## src/rtl/neuron.sv

```systemverilog
// Single time-multiplexed neuron: serial MAC over N_INPUTS terms followed by a
// piecewise-linear sigmoid producing an unsigned Q0.OUTPUT_WIDTH fraction.
module neuron #(
  parameter int N_INPUTS            = 5,
  parameter int INPUT_WIDTH         = 9,
  parameter int WEIGHT_WIDTH        = 17,
  parameter int OUTPUT_WIDTH        = 10,
  parameter int SIGNIFICANT         = 16,
  parameter int FUNCTION_RANGE_HIGH = 8,
  parameter int FUNCTION_RANGE_LOW  = -8
) (
  input  logic                               clk,
  input  logic                               rst,
  input  logic                               start,
  input  logic [N_INPUTS*INPUT_WIDTH-1:0]    inputs,
  input  logic [N_INPUTS*WEIGHT_WIDTH-1:0]   weights,
  output logic [OUTPUT_WIDTH-1:0]            out_value,
  output logic                               out_valid
);

  localparam int PROD_W    = INPUT_WIDTH + WEIGHT_WIDTH;
  localparam int ACC_W     = PROD_W + $clog2(N_INPUTS);
  localparam int IDX_W     = (N_INPUTS > 1) ? $clog2(N_INPUTS) : 1;
  localparam int ONE       = 1 << SIGNIFICANT;
  localparam int OUT_SHIFT = SIGNIFICANT - OUTPUT_WIDTH;

  localparam logic signed [ACC_W-1:0] X_HI = ACC_W'(FUNCTION_RANGE_HIGH * ONE);
  localparam logic signed [ACC_W-1:0] X_LO = ACC_W'(FUNCTION_RANGE_LOW * ONE);

  // Segment breakpoints (5.0, 2.375, 1.0) and offsets (0.84375, 0.625, 0.5)
  localparam logic [ACC_W-1:0] A_SAT     = ACC_W'(5 * ONE);
  localparam logic [ACC_W-1:0] A_MID     = ACC_W'((19 * ONE) / 8);
  localparam logic [ACC_W-1:0] A_ONE     = ACC_W'(ONE);
  localparam logic [ACC_W-1:0] Y_OFF_HI  = ACC_W'((27 * ONE) / 32);
  localparam logic [ACC_W-1:0] Y_OFF_MID = ACC_W'((5 * ONE) / 8);
  localparam logic [ACC_W-1:0] Y_OFF_LOW = ACC_W'(ONE / 2);
  localparam logic [ACC_W-1:0] OUT_MAX   = ACC_W'((1 << OUTPUT_WIDTH) - 1);
  localparam logic [IDX_W-1:0] IDX_LAST  = IDX_W'(N_INPUTS - 1);

  typedef enum logic [1:0] {IDLE, MAC, ACT} state_t;

  state_t                         state;
  logic signed [INPUT_WIDTH-1:0]  in_mem [N_INPUTS];
  logic signed [WEIGHT_WIDTH-1:0] wt_mem [N_INPUTS];
  logic [IDX_W-1:0]               idx;
  logic signed [ACC_W-1:0]        acc;

  logic signed [PROD_W-1:0]       prod;
  logic signed [ACC_W-1:0]        acc_next;
  logic signed [ACC_W-1:0]        x_clamp;
  logic                           x_neg;
  logic [ACC_W-1:0]               mag;
  logic [ACC_W-1:0]               y_abs;
  logic [ACC_W-1:0]               y_final;
  logic [ACC_W-1:0]               scaled;
  logic [OUTPUT_WIDTH-1:0]        act_value;

  // Shared multiplier: one term of the dot product per cycle
  always_comb begin
    prod     = PROD_W'(in_mem[idx]) * PROD_W'(wt_mem[idx]);
    acc_next = acc + ACC_W'(prod);
  end

  // Piecewise-linear sigmoid evaluated on the magnitude, mirrored for x < 0
  always_comb begin
    if (acc > X_HI)
      x_clamp = X_HI;
    else if (acc < X_LO)
      x_clamp = X_LO;
    else
      x_clamp = acc;

    x_neg = x_clamp[ACC_W-1];
    mag   = x_neg ? $unsigned(-x_clamp) : $unsigned(x_clamp);

    if (mag >= A_SAT)
      y_abs = A_ONE;
    else if (mag >= A_MID)
      y_abs = (mag >> 5) + Y_OFF_HI;
    else if (mag >= A_ONE)
      y_abs = (mag >> 3) + Y_OFF_MID;
    else
      y_abs = (mag >> 2) + Y_OFF_LOW;

    y_final   = x_neg ? (A_ONE - y_abs) : y_abs;
    scaled    = y_final >> OUT_SHIFT;
    act_value = (scaled > OUT_MAX) ? '1 : scaled[OUTPUT_WIDTH-1:0];
  end

  // Control FSM with registered result and one-cycle valid pulse
  always_ff @(posedge clk) begin
    if (rst) begin
      state     <= IDLE;
      acc       <= '0;
      idx       <= '0;
      out_value <= '0;
      out_valid <= 1'b0;
    end else begin
      out_valid <= 1'b0;
      case (state)
        IDLE: begin
          if (start) begin
            for (int unsigned i = 0; i < N_INPUTS; i++) begin
              in_mem[i] <= inputs[i*INPUT_WIDTH +: INPUT_WIDTH];
              wt_mem[i] <= weights[i*WEIGHT_WIDTH +: WEIGHT_WIDTH];
            end
            acc   <= '0;
            idx   <= '0;
            state <= MAC;
          end
        end
        MAC: begin
          acc <= acc_next;
          if (idx == IDX_LAST)
            state <= ACT;
          else
            idx <= idx + IDX_W'(1);
        end
        ACT: begin
          out_value <= act_value;
          out_valid <= 1'b1;
          state     <= IDLE;
        end
        default: state <= IDLE;
      endcase
    end
  end

endmodule

```

## config.mk

```make
export PLATFORM = sky130hd
export DESIGN_NAME = neuron
export DESIGN_NICKNAME = d
export VERILOG_FILES = /design/src/rtl/neuron.sv
export SDC_FILE = /design/constraint.sdc
export NUM_CORES = 1
export LEC_CHECK = 0
export BUFFER_PORTS_ARGS = -buffer_cell sky130_fd_sc_hd__clkbuf_2
export CAP_MARGIN = 20
export CORE_MARGIN = 2
export CORE_UTILIZATION = 50
export CTS_CLUSTER_DIAMETER = 60
export DETAILED_ROUTE_END_ITERATION = 16
export HOLD_SLACK_MARGIN = 0.08
export PLACE_DENSITY_LB_ADDON = 0.08
export SKIP_CTS_REPAIR_TIMING = 1
export SLEW_MARGIN = 20
export SYNTH_ARGS = -nofsm -noshare
export SYNTH_HDL_FRONTEND = slang
export SYNTH_SLANG_ARGS = --single-unit
export TNS_END_PERCENT = 50
```

## constraint.sdc

```tcl
create_clock -name clk -period 7.7 [get_ports clk]
set_input_delay 1.54 -clock clk [delete_from_list [all_inputs] [get_ports clk]]
set_output_delay 1.54 -clock clk [all_outputs]
set_load 0.02 [all_outputs]
```

==> results.ini <==
[clock_tree]
clk_pin_slew_worst_paths_ns=0.09
cts_tree=done
clkSinkCount=178
clock_latency_ns=0.43
cts-buffers-inserted=17
ctsRootBufferMaster=clkbuf_16
ctsHtreeMaxLevel=4
clockBufferDepth=2

[timing]
fin_crit_ns=7.22
fmax_mhz=139
fin_worst_skew_ns=0.0159
worstMarginPinSlew_ns=0.917
finalHoldViolations=0
setup_viol_count_final=0
slew_headroom_pct=38.8
finalCritPeriodShare_pct=93.7
drv_slew=0
rsz0062_at_grt=false

[synth]
mappedNetlistArea_mm2=0.0148
syn_inst=1363
yosysWarnings=0
synth_top_cell_by_area=edfxtp_1
synth_cell_type_count=87
synth-edff-count=130
ys_async_sr_fraction_pct=0
synthTopCellsByArea=edfxtp_1 26%, fa_1 21%, ha_1 6.8%
synth_ff_type=edfxtp_1
synth.avg_cell_area_um2=10.9
synth_top_area_share_pct=26.3
syn_nets=1732
ys_seq_area_share_pct=32.8
synth.ff_latch_count=178

[final_layout]
final_util_pct=56.8
antenna_cells=0
fillers=2551
final_nets=1867
final_cells=1901
syn2layout_area_growth_pct=12.7
final-seq-area_mm2=0.00487
drive_gt1_share_pct=20.0
multi_input_area_mm2=0.00917

[power_and_ir_drop]
p_per_area_mw_per_mm2=470
ir_drop_mv=0.247
power_leakage_nw=7.06
p_total_mw=7.84
clockPowerShare_pct=12.1
switching_share_pct=47.5
p_seq_share_pct=15.1
p_comb_share_pct=72.9
p_int_mw=4.12
power.switching_mw=3.73

[setup_path]
end_kind=flip-flop
start_kind=flip-flop
critPathSlowestCell=fa_1
timing.reg2reg.setup_slack_ns=0.48
r2r_end=acc[28]
crit_top_cell=fa_1
cp.arrival_ns=7.54
worstPathRequired_ns=8.03
critPathKind=reg2reg
crit_fanout=7
reg2reg_depth=25
max_stage_delay_ns=0.54

[hold_path]
hold_path.class=reg2reg
min_from=out_value[8]
hold_depth=2
worstHoldEndpoint=out_value[8]

[floorplan]
fp.coreArea_mm2=0.0294
ios=144
start_util_pct=50.4
die_height_um=176
rows=63
dieArea_mm2=0.0310
die_w_um=176

[route]
drt_iter0_drc=659
wirelength_mm=33.2
drc=0
num_vias=10300
drtAntennaViolNets=0
post_drt_via_cell_ratio=5.42
avgRoutedWirePerCell_um=17.5
drt_pass1_iterations=5

[global_route]
track_usage_pct=22.3
grt-ovfl-total=0
grt_pass1_wl_mm=54.9
grt_max_degree=73
grt_pass1_vias=10700
antenna_found_initial=0

[place]
port_buffers=143
place.gp.congestion=0.888
place_inst=1869
dp_hpwl_mm=26.1

[flow_run]
maxCapViolations=0

[status]
status=finished clean

power groups by stage:
stage | registers [mW] | logic (mW) | clock network, mW
floorplan | 1.16 | 4.70 | 0
global placement | 1.20 | 5.65 | 0
detailed placement | 1.21 | 5.71 | 0
CTS | 1.18 | 5.75 | 0.972
global route | 1.19 | 6.49 | 1.01
finish | 1.18 | 5.71 | 0.946
registers in the layout (all words and copies together), names as in the netlist, named ones only:
signal / flops
idx: 3
state: 2
out_valid: 1
acc: 29
out_value: 10
wt_mem: 85
in_mem: 45
metrics by stage:
step | setup WS, ns | setup TNS [ns] | hold slack (ns) | area [um^2]
after floorplan | -0.0410 | -0.0410 | 0.463 | 14800
after global placement | 0.397 | 0 | 0.492 | 16000
after detailed placement | 0.335 | 0 | 0.493 | 16000
after CTS | 0.302 | 0 | 0.506 | 16700
after global routing | 0.0410 | 0 | 0.547 | 16700
final | 0.482 | 0 | 0.502 | 16700
synthesized netlist by cell type, types with 8 or more instances:
library cell    n
xor2_1         14
ha_1           80
nor2_1        130
edfxtp_1      130
mux2i_1        29
xnor2_1        37
mux2_2         20
fa_1          156
mux4_2         26
buf_1           8
nand3_1        16
a21o_1          8
nor4_1         15
nand2b_1       18
inv_1         151
a211oi_2        8
a22oi_1        23
o21ai_0        30
dfxtp_1        48
nand2_1       141
o211ai_1        8
a21oi_1        49
nor2b_1        19
clkbuf_1       35
or3_1           8
nor3_1         18
per-layer routing:
metal  vias up  track usage, %  wire length (um)
li1       4985               -                 -
met1      5009            31.6             15600
met2       275            36.7             15700
met3        32            3.14              1470
met4         0            5.37               473
met5         -               0                 0
how the worst max path moves through the flow:
stage,to,slack [ns],depth (start not counted)
floorplan,acc[28],-0.04,27
global placement,acc[28],0.40,25
detailed placement,acc[28],0.34,25
CTS,acc[28],0.30,25
global route,acc[28],0.04,25
finish,acc[28],0.48,25
layout make-up:
class                      count  area share (%)
inverter                     153            3.44
clock buffer                  17            2.55
sequential                   178            29.2
tap                          390            2.92
timing repair buffer         170            5.65
clock inverter                15            1.30
multi-input combinational    978            55.0
placed cells by master (no fill, tap or decap), types with 29 or more instances in the layout:
cell / n
nor2_1: 129
edfxtp_1: 130
inv_1: 151
mux2i_1: 29
xnor2_1: 37
clkbuf_2: 143
nand2_1: 141
a21oi_1: 49
o21ai_0: 30
ha_1: 80
fa_1: 156
dfxtp_1: 46
worst max-delay path: cells and delay by family (launching register included):
kind	cells	cell delay, ns
DFF	1	0.44
muxes	2	0.84
AOI/OAI and AO/OA	9	1.92
buffers and inverters	4	0.34
and+or+nand+nor	3	0.58
xor gates and xnor gates	1	0.09
adders and majority gates	6	2.90
kinds of logic after synthesis:
logic type | share of synthesized area, %
mux | 7.51
fa+ha+maj | 27.8
xor+xnor | 3.01
buf+inv | 5.44
flops | 32.8
simple gates | 13.5
compound gates | 9.89
No activity file was read; power rests on OpenSTA's default activity.
